--- src/rtl/nibble_serial_adder_pkg.sv ---
// Shared constants and FSM state type for the nibble-serial adder.
package nibble_serial_adder_pkg;

  localparam int unsigned NIBBLE_W = 4;

  typedef enum logic [1:0] {
    ST_IDLE = 2'd0,
    ST_ADD  = 2'd1,
    ST_DONE = 2'd2
  } state_t;

endpackage

--- src/rtl/ripple_adder.sv ---
// 4-bit combinational ripple-carry adder slice.
module ripple_adder (
  input  logic [3:0] A,
  input  logic [3:0] B,
  input  logic       Cin,
  output logic [3:0] S,
  output logic       Cout
);

  logic [4:0] w_c;

  always_comb begin
    w_c    = '0;
    S      = '0;
    w_c[0] = Cin;
    for (int i = 0; i < 4; i++) begin
      S[i]     = A[i] ^ B[i] ^ w_c[i];
      w_c[i+1] = (A[i] & B[i]) | (w_c[i] & (A[i] ^ B[i]));
    end
    Cout = w_c[4];
  end

endmodule

--- src/rtl/nibble_serial_adder.sv ---
// Multi-cycle WIDTH-bit adder: one 4-bit slice, LS nibble first, registered carry between nibbles.
module nibble_serial_adder
  import nibble_serial_adder_pkg::*;
#(
  parameter int unsigned WIDTH = 16
) (
  input  logic             clk,
  input  logic             rst,
  input  logic             in_valid,
  output logic             in_ready,
  input  logic [WIDTH-1:0] a,
  input  logic [WIDTH-1:0] b,
  input  logic             cin,
  output logic             out_valid,
  input  logic             out_ready,
  output logic [WIDTH-1:0] sum,
  output logic             cout
);

  localparam int unsigned NIBBLES = WIDTH / NIBBLE_W;
  localparam int unsigned CNT_W   = $clog2(NIBBLES);
  localparam logic [CNT_W-1:0] LAST_CNT = CNT_W'(NIBBLES - 1);

  state_t             r_state, w_state_d;
  logic [WIDTH-1:0]   r_a, r_b, r_sum;
  logic [CNT_W-1:0]   r_cnt;
  logic               r_carry, r_cout;
  logic [NIBBLE_W-1:0] w_s;
  logic               w_cout;

  ripple_adder u_ripple_adder (
    .S    (w_s),
    .Cout (w_cout),
    .A    (r_a[NIBBLE_W-1:0]),
    .B    (r_b[NIBBLE_W-1:0]),
    .Cin  (r_carry)
  );

  always_comb begin
    w_state_d = r_state;
    unique case (r_state)
      ST_IDLE: if (in_valid) w_state_d = ST_ADD;
      ST_ADD:  if (r_cnt == LAST_CNT) w_state_d = ST_DONE;
      ST_DONE: if (out_ready) w_state_d = ST_IDLE;
      default: w_state_d = ST_IDLE;
    endcase
  end

  always_ff @(posedge clk or posedge rst) begin
    if (rst) begin
      r_state <= ST_IDLE;
      r_a     <= '0;
      r_b     <= '0;
      r_sum   <= '0;
      r_cnt   <= '0;
      r_carry <= 1'b0;
      r_cout  <= 1'b0;
    end else begin
      r_state <= w_state_d;
      unique case (r_state)
        ST_IDLE: begin
          if (in_valid) begin
            r_a     <= a;
            r_b     <= b;
            r_carry <= cin;
            r_cnt   <= '0;
          end
        end
        ST_ADD: begin
          // New nibble enters at the top; after NIBBLES shifts nibble k sits at [4k+3:4k].
          r_sum   <= {w_s, r_sum[WIDTH-1:NIBBLE_W]};
          r_a     <= {{NIBBLE_W{1'b0}}, r_a[WIDTH-1:NIBBLE_W]};
          r_b     <= {{NIBBLE_W{1'b0}}, r_b[WIDTH-1:NIBBLE_W]};
          r_carry <= w_cout;
          r_cnt   <= r_cnt + 1'b1;
          if (r_cnt == LAST_CNT) r_cout <= w_cout;
        end
        default: ;
      endcase
    end
  end

  assign in_ready  = (r_state == ST_IDLE);
  assign out_valid = (r_state == ST_DONE);
  assign sum       = r_sum;
  assign cout      = r_cout;

endmodule

--- config.mk ---
export PLATFORM = sky130hd
export DESIGN_NAME = nibble_serial_adder
export DESIGN_NICKNAME = d
export VERILOG_FILES = /design/src/rtl/nibble_serial_adder_pkg.sv /design/src/rtl/ripple_adder.sv /design/src/rtl/nibble_serial_adder.sv
export SDC_FILE = /design/constraint.sdc
export NUM_CORES = 1
export LEC_CHECK = 0
export CAP_MARGIN = 20
export CORE_MARGIN = 3
export CORE_UTILIZATION = 50
export DETAILED_ROUTE_END_ITERATION = 10
export PLACE_DENSITY = 0.79
export SYNTH_ARGS = -nofsm -noshare
export SYNTH_HDL_FRONTEND = slang
export SYNTH_SLANG_ARGS = --single-unit
--- constraint.sdc ---
create_clock -name clk -period 2.6 [get_ports clk]
set_input_delay 0.39 -clock clk [delete_from_list [all_inputs] [get_ports clk]]
set_output_delay 0.39 -clock clk [all_outputs]
set_load 0.05 [all_outputs]
== Yosys cells after proc, flatten, opt, wreduce, memory -nomap -nowiden ==
Cells that the tools add are included.

* Register bits after elaboration: 54
* Bits of input ports: 37
* Output and inout port bits: 19

* Add/subtract/negate cells: 1
* Eq/ne operators: 6
* Multiplexer cells: 12
* Bitwise logic cells: 20
* Reduce and logical (&&, ||, !) cells: 5

{| class="wikitable"
|+ Operators with widths
! kind !! count
|-
| one-hot mux 16 bit (2 select lines) || 2
|-
| 2-to-1 mux 16 bit || 2
|-
| AND 1 bit || 8
|-
| 2-to-1 mux 2 bit || 4
|-
| XOR 1 bit || 8
|-
| one-hot mux 2 bit (3 select lines) || 1
|-
| equality test 2 bit (second input constant) || 2
|-
| != test 2 bit (second input constant) || 2
|-
| OR 1 bit || 4
|-
| one-hot mux 2 bit (2 select lines) || 1
|-
| AND reduction 2 bit || 2
|-
| AND reduction 3 bit || 1
|-
| adder 2 x 1 -> 2 bit (second input constant) || 1
|-
| equality test 2 x 1 -> 1 bit (second input constant) || 1
|-
| logical NOT 2 bit || 1
|-
| != test 2 x 1 -> 1 bit (second input constant) || 1
|-
| one-hot mux 1 bit (2 select lines) || 1
|-
| nonzero test 2 bit || 1
|-
| 2-to-1 mux 1 bit || 1
|}

== Longest topological paths before layout ==
Gate-level depths: netlist of run 1.

* Depth in word-level cells: 10
* Mapped depth: 8

== Modules after synthesis ==
A second synthesis of run 1 with hierarchy kept.

* Cell total of the unflattened synthesis: 272
* Area, all modules: 2586.2 µm²

{| class="wikitable"
|+ By module, submodules not included
! module !! instances !! cells an instance !! area each (µm²) !! sequential area each (µm²)
|-
| nibble_serial_adder || 1 || 258 || 2468.6 || 1351.3
|-
| ripple_adder || 1 || 14 || 117.6 || 0.0
|}

== Least setup slack after synthesis of run 1 ==
No wires, ideal clock.

* Kind: reg2reg
* Start: register r_a[0]
* End: register r_sum[15], in the netlist sum[15]
* Setup time: 0.076 ns
* Arrival time: 1.961 ns
* Path slack: 0.563 ns
* Cell stages (with the launch flop): 9
* Buffers on the path: 0
* Period minus slack after synthesis: 2.037 ns
* Path through: dfrtp_1 > fa_1 > inv_1 > fa_1 > inv_1 > fa_1 > inv_1 > fa_1 > o21ai_1

* Longest elaborated chain between the ends: 8
* Elaborated cells on any way between the ends: 9

{| class="wikitable"
|+ Ends and longest elaborated chain
! item !! RTL line !! text
|-
| start: declaration || nibble_serial_adder.sv:25 || <nowiki>logic [WIDTH-1:0] r_a, r_b, r_sum;</nowiki>
|-
| start signal: assignment || nibble_serial_adder.sv:72 || <nowiki>r_a <= {{NIBBLE_W{1'b0}}, r_a[WIDTH-1:NIBBLE_W]};</nowiki>
|-
| XOR 1 bit || ripple_adder.sv:18 || <nowiki>w_c[i+1] = (A[i] & B[i]) | (w_c[i] & (A[i] ^ B[i]));</nowiki>
|-
| AND 1 bit || ripple_adder.sv:18 ||
|-
| OR 1 bit (*) || ripple_adder.sv:18 ||
|-
| AND 1 bit (*) || ripple_adder.sv:18 ||
|-
| OR 1 bit (*) || ripple_adder.sv:18 ||
|-
| AND 1 bit (*) || ripple_adder.sv:18 ||
|-
| OR 1 bit (*) || ripple_adder.sv:18 ||
|-
| XOR 1 bit (*) || ripple_adder.sv:17 || <nowiki>S[i] = A[i] ^ B[i] ^ w_c[i];</nowiki>
|-
| end signal: assignment || nibble_serial_adder.sv:71 || <nowiki>r_sum <= {w_s, r_sum[WIDTH-1:NIBBLE_W]};</nowiki>
|-
| end: declaration || nibble_serial_adder.sv:25 ||
|}

Every way passes the cells marked *; elsewhere a longest branch is shown, timed or not.
A chain may end at the register's enable or synchronous reset.

== Worst setup path in the final report of run 1 ==
Ends and elaborated chain as after synthesis.

==> qor.txt, run 1 <==
Sw frac: 45.46%
Max H-tree Level: 2
Number of cells upsized or downsized after cts: 0
Clock net sink count: 54
Peak clock frequency supported by timing: 459.1 MHz
Initial antenna violation count: 0
Routed wirelength normalized by instance count: 14.28 µm
Min Clock Period, post-route: 2.178 ns
Int Power: 2.305 mW
CTS tree: built
Final nets: 343
Proportion of power drawn by the clock network: 11.3%
Die height: 76.96 µm
Endpoints failing hold: 0
Static leakage: 1.412 nW
Source-to-sink clock delay at the later pin of the worst-skew pair: 0.31 ns
Worst setup path start: r_a[0]
CTS buffer count: 5
Critical Path Start Type: flop
Area growth syn-to-layout: 26.54%
Critical Path, Cell by Cell: fa_1 > inv_1 > fa_1 > inv_1 > fa_1 > inv_1 > fa_1 > o21ai_1
Most common library cell in the layout ignoring fill and taps: sky130_fd_sc_hd__dfrtp_1
Area enclosed by the die boundary: 5922 µm²
Remaining design rule violation count: 0
Largest net degree at the start of global routing: 55
Setup total negative slack: 0 ns
Port Buf Inserts: 55
Layout filler cell count: 398
Routed Antenna Nets: 0
Endpoint class of the critical path: flop
Number of maximum-capacitance constraint violations: 0
Type of the worst setup path: reg2reg
Post-CTS Setup Inserts: 0
Total Routing Usage GR: 19.32%
Antenna Cells: 0
Peak fanout along the critical path: 2
Fraction of power consumed by sequential logic: 35.6%
Cell area after technology mapping: 2517 µm²
Run status: complete, no violations
Share of final-layout standard cells stronger than drive strength 1: 10.60%
Maximum buffer depth of the clock tree: 2
Worst endpoint data arrival time: 2.42 ns
Worst path most repeated cell: sky130_fd_sc_hd__fa_1
Clock root cell: sky130_fd_sc_hd__clkbuf_8
Average via count per standard cell: 5.347
Core area: 4786 µm²
Peak supply drop: 0.5450 mV
Gp weighted congestion: 0.7779
Number of warnings reported in the yosys synthesis log: 0
Number of instances in the synthesized netlist: 250
Class of the tightest hold or removal check: in2async
Largest stage delay on the critical path: 0.43 ns
Drt first pass iters: 4
Slew at the pin closest to its max-slew limit: 0.8519 ns
R2R Path Start: r_a[0]
Starting density of the core: 52.60%
Count of boundary I/O pins: 56
Detailed-route wire length: 5.269 mm
Clock Pin Slew Worst Setup and Hold Paths: 0.09 ns
Total count of max-transition violations in the final report: 0
Initial DRC Count: 123
Total number of vias: 1973
Via count of the first global-routing pass: 2024
Horizontal die dimension: 76.96 µm
Mean Syn Cell Area: 10.07 µm²
Worst clock skew on the final layout: 0.006272 ns
Total setup violations reported at the end of the flow: 0
Final period util: 83.78%
Slowest stage cell, crit path: sky130_fd_sc_hd__fa_1
Global route overflow: 0
Leading cell types in the layout, fill and taps excluded: 54 x sky130_fd_sc_hd__dfrtp_1, 53 x sky130_fd_sc_hd__clkdlybuf4s50_1, 48 x sky130_fd_sc_hd__nand2_1, 16 x sky130_fd_sc_hd__nor3_1, 15 x sky130_fd_sc_hd__a21oi_1
Setup repair after global routing missed its margin: false
Sequential share of the synthesized area: 53.68%
Gate power share: 53.0%
Synthesized net count: 292
Data required time of the worst path: 2.84 ns
Sw power: 1.922 mW
Hold buffer count at CTS: 0
Worst slew margin relative to its limit: 43.09%
First-pass GRT wire length: 9.190 mm
Pwr dens: 1327 nW/µm²
Number of standard-cell rows in the floorplan: 25
Distinct cells, synth: 34
Post-detailed-placement half-perimeter wirelength: 3.671 mm
Post-route total power: 4.227 mW
Flip-flop and latch count after synthesis: 54
-- power groups by stage --
stage / Sequential [mW] / Clock [mW] / Combinational, mW
6_report: 1.51 / 0.479 / 2.24
3_3_place_gp: 1.51 / 0 / 2.20
2_1_floorplan: 1.87 / 0 / 1.33
3_5_place_dp: 1.53 / 0 / 2.25
4_1_cts: 1.51 / 0.483 / 2.26
5_1_grt: 1.56 / 0.526 / 2.46
-- cell families after synthesis --
| kind of cell | count (synthesis) | share of synthesized area [%] |
|---|---|---|
| compound gates | 60 | 16.45 |
| fa+ha+maj | 5 | 3.678 |
| buf+inv | 32 | 6.759 |
| flops | 54 | 53.68 |
| simple gates | 99 | 19.43 |
-- per-stage QoR --
step                      cells  area [µm²]  hold slack (ns)  setup slack, ns  util (%)
after detailed placement    361        3094           0.4623           0.4362     64.65
after global placement      361        3094           0.4582           0.5251     64.65
after global routing        369        3186           0.4929           0.2955     66.56
after floorplan             250        2517           0.4508           0.5631         -
after CTS                   369        3186           0.4583           0.4168     66.56
final                       369        3186           0.4385           0.4216     66.56
-- cell usage after synthesis, drive strengths merged --
library cell	count	area share, %
o21bai	1	0.45
dfrtp	54	54
or3b	2	0.70
o22ai	14	3.5
a21oi	15	3.0
nor3	21	5.2
nor2	13	2.3
buf	16	4.4
fa	4	3.2
nor3b	4	1.2
o21ai	9	1.8
o221a	1	0.45
a221oi	5	2.2
nor2b	8	2.0
ha	1	0.50
o21ba	1	0.40
a31oi	1	0.25
a211oi	1	0.30
nand2b	2	0.60
o22a	4	1.4
nand3b	1	0.30
a22o	7	2.4
o31ai	1	0.30
nand2	48	7.2
inv	14	2.1
clkbuf	2	0.30
-- state kept, by name, indices dropped and copies added (netlist names) --
register,cells
cout,1
r_a,16
r_b,16
r_carry,1
r_cnt,2
r_state,2
sum,16
-- final cells by class --
| class | count | area (µm²) | area share (%) |
|---|---|---|---|
| flip-flops and latches | 54 | 1351 | 42.42 |
| multi-input cells | 164 | 996.0 | 31.26 |
| repair buffers | 62 | 610.6 | 19.17 |
| clock buffers | 7 | 86.33 | 2.710 |
| well taps | 67 | 83.83 | 2.632 |
| inverters | 14 | 52.55 | 1.650 |
| clock inverters | 1 | 5.005 | 0.1571 |
-- critical path, delay by kind of cell (launching register included) --
family / cells / cell delay (ns)
adders and majority gates: 4 / 1.36
DFF: 1 / 0.41
AOI/OAI and AO/OA: 1 / 0.13
buffers and inverters: 3 / 0.22
-- final timing paths --
| check | to | cells past startpoint | slack, ns |
|---|---|---|---|
| min in group clk | sum[0] | 2 | 0.48 |
| worst min register to register | sum[0] | 2 | 0.48 |
| worst max-delay path | sum[15] | 8 | 0.42 |
| worst max register to register | sum[15] | 8 | 0.42 |
| max in group asynchronous | r_b[5] | 3 | 1.92 |
| worst min-delay path | r_cnt[1] | 3 | 0.44 |
-- metal layers --
| metal | global-route usage, % | vias up | routed length, µm |
|---|---|---|---|
| li1 | - | 961 | - |
| met1 | 24.55 | 944 | 2221 |
| met2 | 33.28 | 60 | 2708 |
| met3 | 3.052 | 8 | 253 |
| met4 | 7.065 | 0 | 85 |
| met5 | 0 | - | 0 |
(Power assumes the default switching activity.)
==> inputs of run 2 (changes only) <==
==> constraint.sdc (replaced) <==
create_clock -name clk -period 2.3 [get_ports clk]
set_input_delay 0.345 -clock clk [delete_from_list [all_inputs] [get_ports clk]]
set_output_delay 0.345 -clock clk [all_outputs]
set_load 0.05 [all_outputs]
==> run 2 against run 1 <==
Against the previous run: combinational power grew 15%; hold slack lost 0.036 ns; first-iteration DRC count shrank 25%; critical endpoint unchanged; largest power group unchanged; highest routed layer unchanged; setup slack lost 0.29 ns; via count shrank 0.15%.
==> qor.txt, run 2 (same netlist as run 1, synthesis figures left out) <==
Run status: complete, no violations
Endpoint class of the critical path: flop
Pwr dens: 1498 nW/µm²
Most common library cell in the layout ignoring fill and taps: sky130_fd_sc_hd__dfrtp_1
Endpoints failing hold: 0
Slew at the pin closest to its max-slew limit: 0.5059 ns
Total setup violations reported at the end of the flow: 0
Port Buf Inserts: 55
Total count of max-transition violations in the final report: 0
Global route overflow: 0
Final nets: 346
Initial DRC Count: 92
Min Clock Period, post-route: 2.166 ns
Post-route total power: 4.842 mW
Average via count per standard cell: 5.296
Area growth syn-to-layout: 28.43%
Critical Path Start Type: flop
Routed Antenna Nets: 0
Hold buffer count at CTS: 0
Worst endpoint data arrival time: 2.40 ns
Static leakage: 1.433 nW
Worst clock skew on the final layout: 0.006336 ns
Clock net sink count: 54
Largest stage delay on the critical path: 0.41 ns
Class of the tightest hold or removal check: in2async
Detailed-route wire length: 5.382 mm
Number of standard-cell rows in the floorplan: 25
Remaining design rule violation count: 0
Routed wirelength normalized by instance count: 14.47 µm
Number of maximum-capacitance constraint violations: 0
Setup total negative slack: 0 ns
Largest net degree at the start of global routing: 55
Via count of the first global-routing pass: 2009
Total number of vias: 1970
Clock Pin Slew Worst Setup and Hold Paths: 0.09 ns
Data required time of the worst path: 2.54 ns
Post-CTS Setup Inserts: 0
Layout filler cell count: 390
Share of final-layout standard cells stronger than drive strength 1: 11.48%
First-pass GRT wire length: 9.045 mm
Sequential cell area: 1351 µm²
Clock root cell: sky130_fd_sc_hd__clkbuf_8
Type of the worst setup path: reg2reg
CTS buffer count: 5
Area enclosed by the die boundary: 5922 µm²
Antenna Cells: 0
Core area: 4786 µm²
CTS tree: built
Starting density of the core: 52.60%
Die height: 76.96 µm
Worst slew margin relative to its limit: 66.16%
Worst path most repeated cell: sky130_fd_sc_hd__fa_1
Slowest stage cell, crit path: sky130_fd_sc_hd__dfrtp_1
Post-detailed-placement half-perimeter wirelength: 3.915 mm
Maximum buffer depth of the clock tree: 2
Area used by multi-input combinational logic: 996.0 µm²
Number of cells upsized or downsized after cts: 0
Max H-tree Level: 2
Horizontal die dimension: 76.96 µm
Source-to-sink clock delay at the later pin of the worst-skew pair: 0.31 ns
Initial antenna violation count: 0
Peak supply drop: 0.6853 mV
Count of boundary I/O pins: 56
Drt first pass iters: 4
Peak fanout along the critical path: 2
Total Routing Usage GR: 19.04%
Leading cell types in the layout, fill and taps excluded: 54 x sky130_fd_sc_hd__dfrtp_1, 53 x sky130_fd_sc_hd__clkdlybuf4s50_1, 48 x sky130_fd_sc_hd__nand2_1, 16 x sky130_fd_sc_hd__nor3_1, 15 x sky130_fd_sc_hd__a21oi_1
Gp weighted congestion: 0.8083
Final period util: 94.19%
Peak clock frequency supported by timing: 461.6 MHz
Critical Path, Cell by Cell: fa_1 > inv_1 > fa_1 > inv_1 > fa_1 > inv_1 > fa_1 > o21ai_1
Setup repair after global routing missed its margin: false
[run 2: cell types whose count changed in the layout (fill, tap and decap cells not counted), sizes merged]
cell / previous run / this run
buf: 9 / 12
[run 2: through the flow]
| stage | std cells | area, µm² | hold slack [ns] | setup WS (ns) | utilization [%] |
|---|---|---|---|---|---|
| floorplan | 250 | 2517 | 0.4313 | 0.2631 | - |
| global placement | 364 | 3142 | 0.4576 | 0.2293 | 65.65 |
| detailed placement | 364 | 3142 | 0.4622 | 0.1463 | 65.65 |
| CTS | 372 | 3233 | 0.4091 | 0.1237 | 67.56 |
| global route | 372 | 3233 | 0.4308 | 0.03037 | 67.56 |
| finish | 372 | 3233 | 0.4022 | 0.1335 | 67.56 |
[run 2: final cells by class]
type                       count  area share, %
sequential                    54          41.80
multi-input combinational    164          30.80
timing repair buffer          65          20.36
clock buffer                   7          2.670
tap                           67          2.593
inverter                      14          1.625
clock inverter                 1         0.1548
[run 2: final timing paths]
| path | slack (ns) | depth (start not counted) | to | startpoint |
|---|---|---|---|---|
| worst max-delay path | 0.13 | 8 | sum[15] | r_a[0] |
| worst min-delay path | 0.40 | 3 | r_a[3] | rst |
| worst max register to register | 0.13 | 8 | sum[15] | r_a[0] |
| worst min register to register | 0.48 | 2 | sum[2] | sum[2] |
| max in group asynchronous | 1.67 | 3 | r_b[5] | rst |
| min in group clk | 0.48 | 2 | sum[2] | sum[2] |
[run 2: routing by layer]
metal	up-vias	global-route usage, %	part of all wire, %
li1	972	-	-
met1	939	22.60	44
met2	55	34.23	51
met3	4	5.164	4.7
met4	0	4.348	0.71
met5	-	0	0
[run 2: where the power goes]
part	internal (mW)	total [mW]	switching, mW
Clock	0.243	0.538	0.295
Sequential	1.40	1.72	0.321
Combinational	1.02	2.58	1.56
[run 2: worst max-delay path: cells and delay by family, from the launching register on]
kind	cells	cell delay [ns]
adder cells (fa/ha/maj)	4	1.34
flip-flops	1	0.41
AO/OA/AOI/OAI	1	0.13
buffers and inverters	3	0.20
==> inputs of run 3 (changes only) <==
--- a/config.mk
+++ b/config.mk
@@ -5,7 +5,7 @@
 export SDC_FILE = /design/constraint.sdc
 export NUM_CORES = 1
 export LEC_CHECK = 0
-export CAP_MARGIN = 20
+export CAP_MARGIN = 10
 export CORE_MARGIN = 3
 export CORE_UTILIZATION = 50
 export DETAILED_ROUTE_END_ITERATION = 10
==> results of run 3 <==
Final layout, timing and power as in run 2 (identical DEF).
